### src/rtl/multi_cnt.sv
// Multi-channel sequence counter.
// Each channel accepts a length N and emits N beats (0..N-1 up, or N-1..0 down)
// through one shared registered output slot, with round-robin arbitration
// between the channels that are waiting to issue their next value.
//
// Channel state (one bit per channel, r_busy):
//   state | meaning
//   IDLE  | iack = 1, waiting for a load
//   BUSY  | sequence in progress; returns to IDLE when its final beat transfers
module multi_cnt #(
  parameter int DW  = 11,
  parameter int NCH = 4,
  parameter int CW  = (NCH > 1) ? $clog2(NCH) : 1
) (
  input  logic                    clk,
  input  logic                    rst,
  input  logic [NCH-1:0]          irdy,
  output logic [NCH-1:0]          iack,
  input  logic [NCH-1:0][DW-1:0]  iint,
  input  logic [NCH-1:0]          imode,
  output logic                    ordy,
  input  logic                    oack,
  output logic [DW-1:0]           oint,
  output logic [CW-1:0]           och,
  output logic                    olast
);

  logic [NCH-1:0]          r_busy;
  logic [NCH-1:0]          r_mode;
  logic [NCH-1:0][DW-1:0]  r_len;
  logic [NCH-1:0][DW-1:0]  r_rem;   // values not yet issued into the slot
  logic [CW-1:0]           r_ptr;
  logic                    r_ordy;
  logic [DW-1:0]           r_oint;
  logic [CW-1:0]           r_och;
  logic                    r_olast;

  logic [NCH-1:0]          w_busy_nxt;
  logic [NCH-1:0]          w_load;
  logic [NCH-1:0]          w_elig;
  logic                    w_xfer;
  logic                    w_fill;
  logic                    w_gnt_vld;
  logic [CW-1:0]           w_gnt;
  logic [CW-1:0]           w_ptr_nxt;
  logic [DW-1:0]           w_val;
  logic                    w_last;

  assign w_xfer = r_ordy && oack;
  // The slot may be written when empty or when its beat leaves on this edge.
  assign w_fill = !r_ordy || oack;

  // Channel state register.
  always_ff @(posedge clk or negedge rst) begin
    if (!rst) r_busy <= '0;
    else      r_busy <= w_busy_nxt;
  end

  // Next-state: IDLE->BUSY on a non-empty load, BUSY->IDLE when the final beat transfers.
  always_comb begin
    w_busy_nxt = r_busy;
    w_load     = '0;
    for (int c = 0; c < NCH; c++) begin
      w_load[c] = irdy[c] && !r_busy[c];
      if (r_busy[c]) begin
        if (w_xfer && r_olast && (r_och == CW'(c))) w_busy_nxt[c] = 1'b0;
      end else if (w_load[c] && (iint[c] != '0)) begin
        w_busy_nxt[c] = 1'b1;
      end
    end
  end

  // Outputs decoded from the state register alone.
  always_comb begin
    iack = ~r_busy;
  end

  // Eligible: busy, values left to issue, and no beat of its own stuck in the slot.
  always_comb begin
    w_elig = '0;
    for (int c = 0; c < NCH; c++) begin
      w_elig[c] = r_busy[c] && (r_rem[c] != '0) &&
                  !(r_ordy && !oack && (r_och == CW'(c)));
    end
  end

  // Round-robin pick starting from r_ptr.
  always_comb begin
    int k;
    k         = 0;
    w_gnt_vld = 1'b0;
    w_gnt     = '0;
    for (int i = 0; i < NCH; i++) begin
      k = int'(r_ptr) + i;
      if (k >= NCH) k = k - NCH;
      if (!w_gnt_vld && w_elig[CW'(k)]) begin
        w_gnt_vld = 1'b1;
        w_gnt     = CW'(k);
      end
    end
    w_ptr_nxt = (int'(w_gnt) == NCH - 1) ? '0 : w_gnt + CW'(1);
    w_val     = r_mode[w_gnt] ? (r_rem[w_gnt] - DW'(1)) : (r_len[w_gnt] - r_rem[w_gnt]);
    w_last    = (r_rem[w_gnt] == DW'(1));
  end

  // Per-channel length/direction capture and remaining-count down-counter.
  always_ff @(posedge clk or negedge rst) begin
    if (!rst) begin
      r_mode <= '0;
      r_len  <= '0;
      r_rem  <= '0;
    end else begin
      for (int c = 0; c < NCH; c++) begin
        if (w_load[c]) begin
          r_mode[c] <= imode[c];
          r_len[c]  <= iint[c];
          r_rem[c]  <= iint[c];
        end else if (w_fill && w_gnt_vld && (w_gnt == CW'(c))) begin
          r_rem[c]  <= r_rem[c] - DW'(1);
        end
      end
    end
  end

  // Output slot and arbitration pointer.
  always_ff @(posedge clk or negedge rst) begin
    if (!rst) begin
      r_ordy  <= 1'b0;
      r_oint  <= '0;
      r_och   <= '0;
      r_olast <= 1'b0;
      r_ptr   <= '0;
    end else if (w_fill && w_gnt_vld) begin
      r_ordy  <= 1'b1;
      r_oint  <= w_val;
      r_och   <= w_gnt;
      r_olast <= w_last;
      r_ptr   <= w_ptr_nxt;
    end else if (w_xfer) begin
      r_ordy  <= 1'b0;
    end
  end

  assign ordy  = r_ordy;
  assign oint  = r_oint;
  assign och   = r_och;
  assign olast = r_olast;

endmodule

### config.mk
export PLATFORM = sky130hd
export DESIGN_NAME = multi_cnt
export DESIGN_NICKNAME = d
export VERILOG_FILES = /design/src/rtl/multi_cnt.sv
export SDC_FILE = /design/constraint.sdc
export NUM_CORES = 1
export LEC_CHECK = 0
export CAP_MARGIN = 10
export CORE_UTILIZATION = 50
export DETAILED_ROUTE_END_ITERATION = 10
export PLACE_DENSITY_LB_ADDON = 0.3
export SETUP_SLACK_MARGIN = 0.3
export SLEW_MARGIN = 20
export SYNTH_ARGS = -nofsm -noshare
export SYNTH_HDL_FRONTEND = slang
export SYNTH_SLANG_ARGS = --single-unit
### constraint.sdc
create_clock -name clk -period 9.8 [get_ports clk]
set_clock_uncertainty 0.05 [all_clocks]
set_input_delay 2.94 -clock clk [delete_from_list [all_inputs] [get_ports clk]]
set_output_delay 2.94 -clock clk [all_outputs]
set_load 0.01 [all_outputs]
==> metrics.txt <==
status finished clean; Synth Instances 788; Util after Layout 62.6%; final setup fails 0; clock sink count 113; CTS root buffer clkbuf_16; WHS 425 ps; syn_nets 863; Clk Latency, worst-skew pair 420 ps; Vias/cell 5.90; CP arrival 7950 ps; EDFF count, synth 0; WL/cell 19.7 um; Worst slew margin 30.9%; post-CTS setup buffer count 0; full die area 14,000 um2; min Tclk post-route 7690 ps; yosys warns 0; gp weighted congestion 0.952; Horiz. Die Dim 118 um; #FFs+latches synth 113; Seq/Total Area, Yosys 41.8%; Max FO, Critical Path 32; Starting Density 51.1%; max_cap viols 0; Worst Hold Path Cells 2; Std-Cell Rows 42; gr usage total 31.0%; # IOs 74; Nets 933; critical path class in2reg; unrepaired setup endpoints after global routing no; # DRC 0; Max Clock Freq 130 MHz; Worst Max-Slew Pin Slew 1040 ps; Final period util 78.5%; fillcell total 1,127; critical path required time 10,060 ps; first-pass GRT wire length 32,900 um; Post-CTS Hold Buffers 0; leading post-synthesis cells by cell area dfrtp_1, nand2_1, o21ai_0; CTS tree built; Port Buf Inserts 73; Hold Crit Class reg2reg; CP endpoint kind register; final WL 20,600 um; vias in the first global route 6,316; largest net degree at the start of global routing 78; layout cell share with drive strength beyond 1 8.38%; # diodes 0; antenna violations before repair 0; half-perimeter wire length after placement 15,600 um; Clock Path Buffers 2; syn_area_per_cell 8.58 um2; Core ar. 13,200 um2; CP Launch Type input port; Async S/R FF share, synth 100%; setup TNS 0 ps; Routed Antenna Nets 0; gr ovfl total 0; violation count after the first detailed-route iteration 571; Max Transition Viols Final 0; total CTS buffers 17; clk slew on worst S/H paths 50 ps; area grow syn2layout 22.5%; Netlist cell types 63; final hold vios 0; reg2reg path depth 23; die height 118 um; via count 6,175; Synth Flop Type dfrtp_1; Yosys top cell area share 41.8%; Synth area leader dfrtp_1; H-tree lvl count 4; router iterations before antenna repair 5; post-CTS sizing 0; Syn Std Cell Area 6760 um2
## registers in the layout, summed over array words and instances (netlist names)
| name | cells |
|---|---|
| r_busy | 4 |
| olast | 1 |
| r_mode | 4 |
| r_ptr | 2 |
| r_len | 44 |
| oint | 11 |
| ordy | 1 |
| och | 2 |
| r_rem | 44 |
## cells in the mapped netlist (all sizes together), types with 7 or more instances
| master | count |
|---|---|
| nand2 | 218 |
| and3 | 10 |
| ha | 19 |
| o31ai | 9 |
| nand2b | 9 |
| or2 | 7 |
| mux2i | 25 |
| clkbuf | 23 |
| a21oi | 16 |
| dfrtp | 113 |
| nor4 | 27 |
| nand3 | 27 |
| mux2 | 8 |
| xor2 | 11 |
| xnor2 | 39 |
| nor2 | 27 |
| a31oi | 9 |
| nor3 | 14 |
| inv | 27 |
| o21ai | 72 |
## layout make-up
class                      instances  area, um2  share of cell area [%]
clock buffer                      24        512                    6.18
inverter                          27        101                    1.22
clock inverter                     8        148                    1.78
tap                              176        220                    2.66
multi-input combinational        619       3700                    44.6
sequential                       113       2830                    34.1
timing repair buffer              80        781                    9.42
## per-stage QoR
stage          worst slack (ps)  instance area [um2]  std cells
4_1_cts                    2200                 8290       1047
5_1_grt                    1770                 8290       1047
6_report                   2110                 8290       1047
3_5_place_dp               1780                 7630       1015
2_1_floorplan              2670                 6760        788
3_3_place_gp               2010                 7620       1015
## critical path, cell delays in order
cell and delay [ps]:
clkdlybuf4s50_1 490, nand2b_1 250, o21ai_0 170, a21oi_1 320, o211a_1 370, nor2_2 70
buf_4 240, inv_1 500, a211oi_1 160, a31o_2 290, inv_1 100, ha_1 180
fa_1 220, inv_1 50, a21o_1 180, or2_2 320, a211o_1 270, and3_1 220
o31ai_2 80, o21ai_0 110, a21o_1 180, a32o_1 230
## logic make-up after synthesis
logic type | count (synthesis) | synth area share, %
compound gates | 142 | 13.5
xor+xnor | 50 | 6.48
fa+ha+maj | 20 | 3.81
buf+inv | 56 | 3.64
flops | 113 | 41.8
mux | 33 | 5.03
simple gates | 374 | 25.8
## worst paths after layout
check,startpoint,end,slack [ps]
min in group asynchronous,rst,oint[9],2420
hold / removal,oint[6],oint[6],430
setup reg to reg,r_rem[33],oint[8],3580
setup / recovery,oack,oint[8],2110
max in group asynchronous,rst,r_rem[9],5920
hold reg to reg,oint[6],oint[6],430
## placed cells by master, fill, tap and decap left out, drive strengths merged, types with 7 or more instances in the layout
| cell type | n |
|---|---|
| and3 | 10 |
| nor4 | 27 |
| mux2i | 25 |
| nor3 | 14 |
| ha | 19 |
| nand2 | 218 |
| or2 | 7 |
| xnor2 | 39 |
| nor2 | 27 |
| clkdlybuf4s50 | 72 |
| a21oi | 16 |
| inv | 27 |
| mux2 | 8 |
| buf | 8 |
| dfrtp | 113 |
| nand3 | 27 |
| o21ai | 72 |
| o31ai | 9 |
| clkbuf | 24 |
| nand2b | 9 |
| xor2 | 11 |
| a31oi | 9 |
## metal layers
layer,part of all wire [%],track usage (%),vias to the layer above
met1,44,39.7,3009
li1,-,-,2883
met2,48,51.2,229
met3,5.4,5.07,54
met4,3.3,15.0,0
met5,0,0,-
Power is left out: the tool's default activity adds up to more than one toggle a clock period on the data nets, which glitch-free logic cannot reach.
==> variant: new RTL, same flow settings <==
Set the parameter `DW` to 22 (it was 11).
--- a/src/rtl/multi_cnt.sv
+++ b/src/rtl/multi_cnt.sv
@@ -8,7 +8,7 @@
 //   IDLE  | iack = 1, waiting for a load
 //   BUSY  | sequence in progress; returns to IDLE when its final beat transfers
 module multi_cnt #(
-  parameter int DW  = 11,
+  parameter int DW  = 22,
   parameter int NCH = 4,
   parameter int CW  = (NCH > 1) ? $clog2(NCH) : 1
 ) (
Interface: changed (resized iint and oint); port bits go from 74 to 129. No check against the original RTL was run, so the function may have changed too.
==> variant against the original RTL <==
Synthesized area rose by 96%; sequential cell count rose by 99; final area rose by 87%; setup slack got worse by 550 ps; routed wire length rose by 140%; largest cell class unchanged.
==> variant: results (changes against the original RTL) <==
DR vias/cell = 6.09 (was 5.90)
Post-Syn Nets = 1772 (was 863)
buffers added on ports = 128 (was 73)
Num CTS Buffers = 23 (was 17)
CTS Buffer Depth = 3 (was 2)
HP Class = reg -> reg (unchanged)
Pre-antenna DRT Iters = 5 (unchanged)
# fillers = 2385 (was 1127)
root buf cell = clkbuf_16 (unchanged)
run status = complete, no violations (unchanged)
CP top delay family = compound AO/OA/AOI/OAI gates (unchanged)
Ys Warns = 0 (unchanged)
Critical Path Max Stage Delay = 560 ps (was 500 ps)
Crit-path slowest cell = buf_4 (was inv_1)
worst-path fanout max = 57 (was 32)
top post-synthesis cells by count = 460 x nand2_1, 212 x dfrtp_1, 132 x o21ai_0 (was 218 x nand2_1, 113 x dfrtp_1, 70 x o21ai_0)
initial DRC count = 1256 (was 571)
Slew Viols, Final = 0 (unchanged)
asr flop ratio synth = 100% (unchanged)
slew margin rel. = 29.3% (was 30.9%)
Clock Pin Slew Worst Setup and Hold Paths = 50 ps (about the same)
Seq/Total Area, Yosys = 40.0% (was 41.8%)
largest net degree at the start of global routing = 82 (was 78)
Primary FF master, synth = dfrtp_1 (unchanged)
Yosys cell types = 80 (was 63)
final setup fails = 0 (unchanged)
Total Wirelength = 48900 µm (was 20600 µm)
CTS-repair resized insts = 0 (unchanged)
antenna fix cells = 0 (unchanged)
ranking of synthesized cells by area = dfrtp_1 40%, nand2_1 13%, xnor2_1 5.4% (was dfrtp_1 42%, nand2_1 12%, o21ai_0 5.2%)
CP arrival = 8640 ps (was 7950 ps)
post-CTS setup buffers = 0 (unchanged)
final net count = 1858 (was 933)
layout cells sized above 1 = 6.02% (was 8.38%)
gr usage total = 36.8% (was 31.0%)
Final HPWL DP = 38400 µm (was 15600 µm)
VDD IR max = 0.000299 V
GP Congestion = 1.02 (was 0.952)
clk_lat worst skew = 540 ps (was 420 ps)
total number of H-tree levels = 1 (was 4)
initial antenna violation count = 1 (was 0)
Pleak = 6.70 nW
first-pass GRT wire length = 73300 µm (was 32900 µm)
vias in the first global route = 11900 (was 6316)
==> variant: changes by cell type after synthesis, moves of 12 or more <==
| cell | unedited run | this run |
|---|---|---|
| nand2_1 | 218 | 460 |
| dfrtp_1 | 113 | 212 |
| o21ai_0 | 70 | 132 |
| nor2_1 | 27 | 79 |
| nand3_1 | 26 | 70 |
| xnor2_1 | 39 | 81 |
| clkbuf_1 | 23 | 59 |
| nor3_1 | 14 | 46 |
| a31oi_1 | 9 | 35 |
| a21oi_1 | 16 | 41 |
| xor2_1 | 11 | 28 |
| and3_1 | 10 | 25 |
| or4_1 | 4 | 16 |
==> variant: cell families after synthesis <==
| logic type | Yosys count | synth area share, % |
|---|---|---|
| AOI/OAI and AO/OA | 328 | 15.6 |
| xor gates and xnor gates | 109 | 7.20 |
| adders and majority gates | 33 | 3.11 |
| buffers and inverters | 122 | 3.93 |
| DFF | 212 | 40.0 |
| muxes | 23 | 1.81 |
| and+or+nand+nor | 816 | 28.3 |
==> variant: worst paths after layout <==
| path | from | endpoint | slack [ps] | depth (start not counted) |
|---|---|---|---|---|
| worst max-delay path | oack | oint[21] | 1560 | 21 |
| worst max register to register | r_rem[0] | oint[21] | 2990 | 21 |
| min in group asynchronous | rst | r_len[85] | 2370 | 1 |
| worst min-delay path | oint[4] | oint[4] | 410 | 2 |
| max in group asynchronous | rst | r_len[35] | 6000 | 2 |
| worst min register to register | oint[4] | oint[4] | 410 | 2 |
==> variant: worst register-to-register path, delay by kind of cell (launching register included) <==
kind	cells	cell delay, ps
adders and majority gates	3	750
and+or+nand+nor	5	2260
buffers and inverters	3	510
AOI/OAI and AO/OA	10	2770
DFF	1	370
==> variant: metrics by stage <==
step / setup slack (ps) / cell area [µm²] / cells / hold slack [ps]
floorplan: 1930 / 13300 / 1643 / 396
CTS: 1670 / 15500 / 2079 / 418
detailed placement: 1150 / 14800 / 2039 / 406
global route: 1280 / 15500 / 2079 / 438
finish: 1560 / 15500 / 2079 / 409
global placement: 1250 / 14800 / 2039 / 401
==> variant: area by class of cell <==
class	count	area (µm²)	area share, %
clock buffer	34	677	4.37
clock inverter	6	45.0	0.291
inverter	34	128	0.824
multi-input combinational	1309	7460	48.2
sequential	212	5310	34.2
tap	335	419	2.71
timing repair buffer	149	1460	9.39
==> variant: power by group <==
group          switching [mW]  total (mW)  internal (mW)  leakage, nW
Combinational            2.92        4.68           1.76         3.72
Clock                   0.363       0.841          0.478        0.362
Sequential              0.338        1.48           1.14         2.62
Total                    3.62        6.99           3.37         6.70
==> variant: routing by layer <==
layer / global-route usage, % / part of all wire (%)
met1: 52.3 / 44
met2: 55.6 / 44
met3: 6.13 / 7.7
met4: 14.3 / 4.3
met5: 0 / 0.027
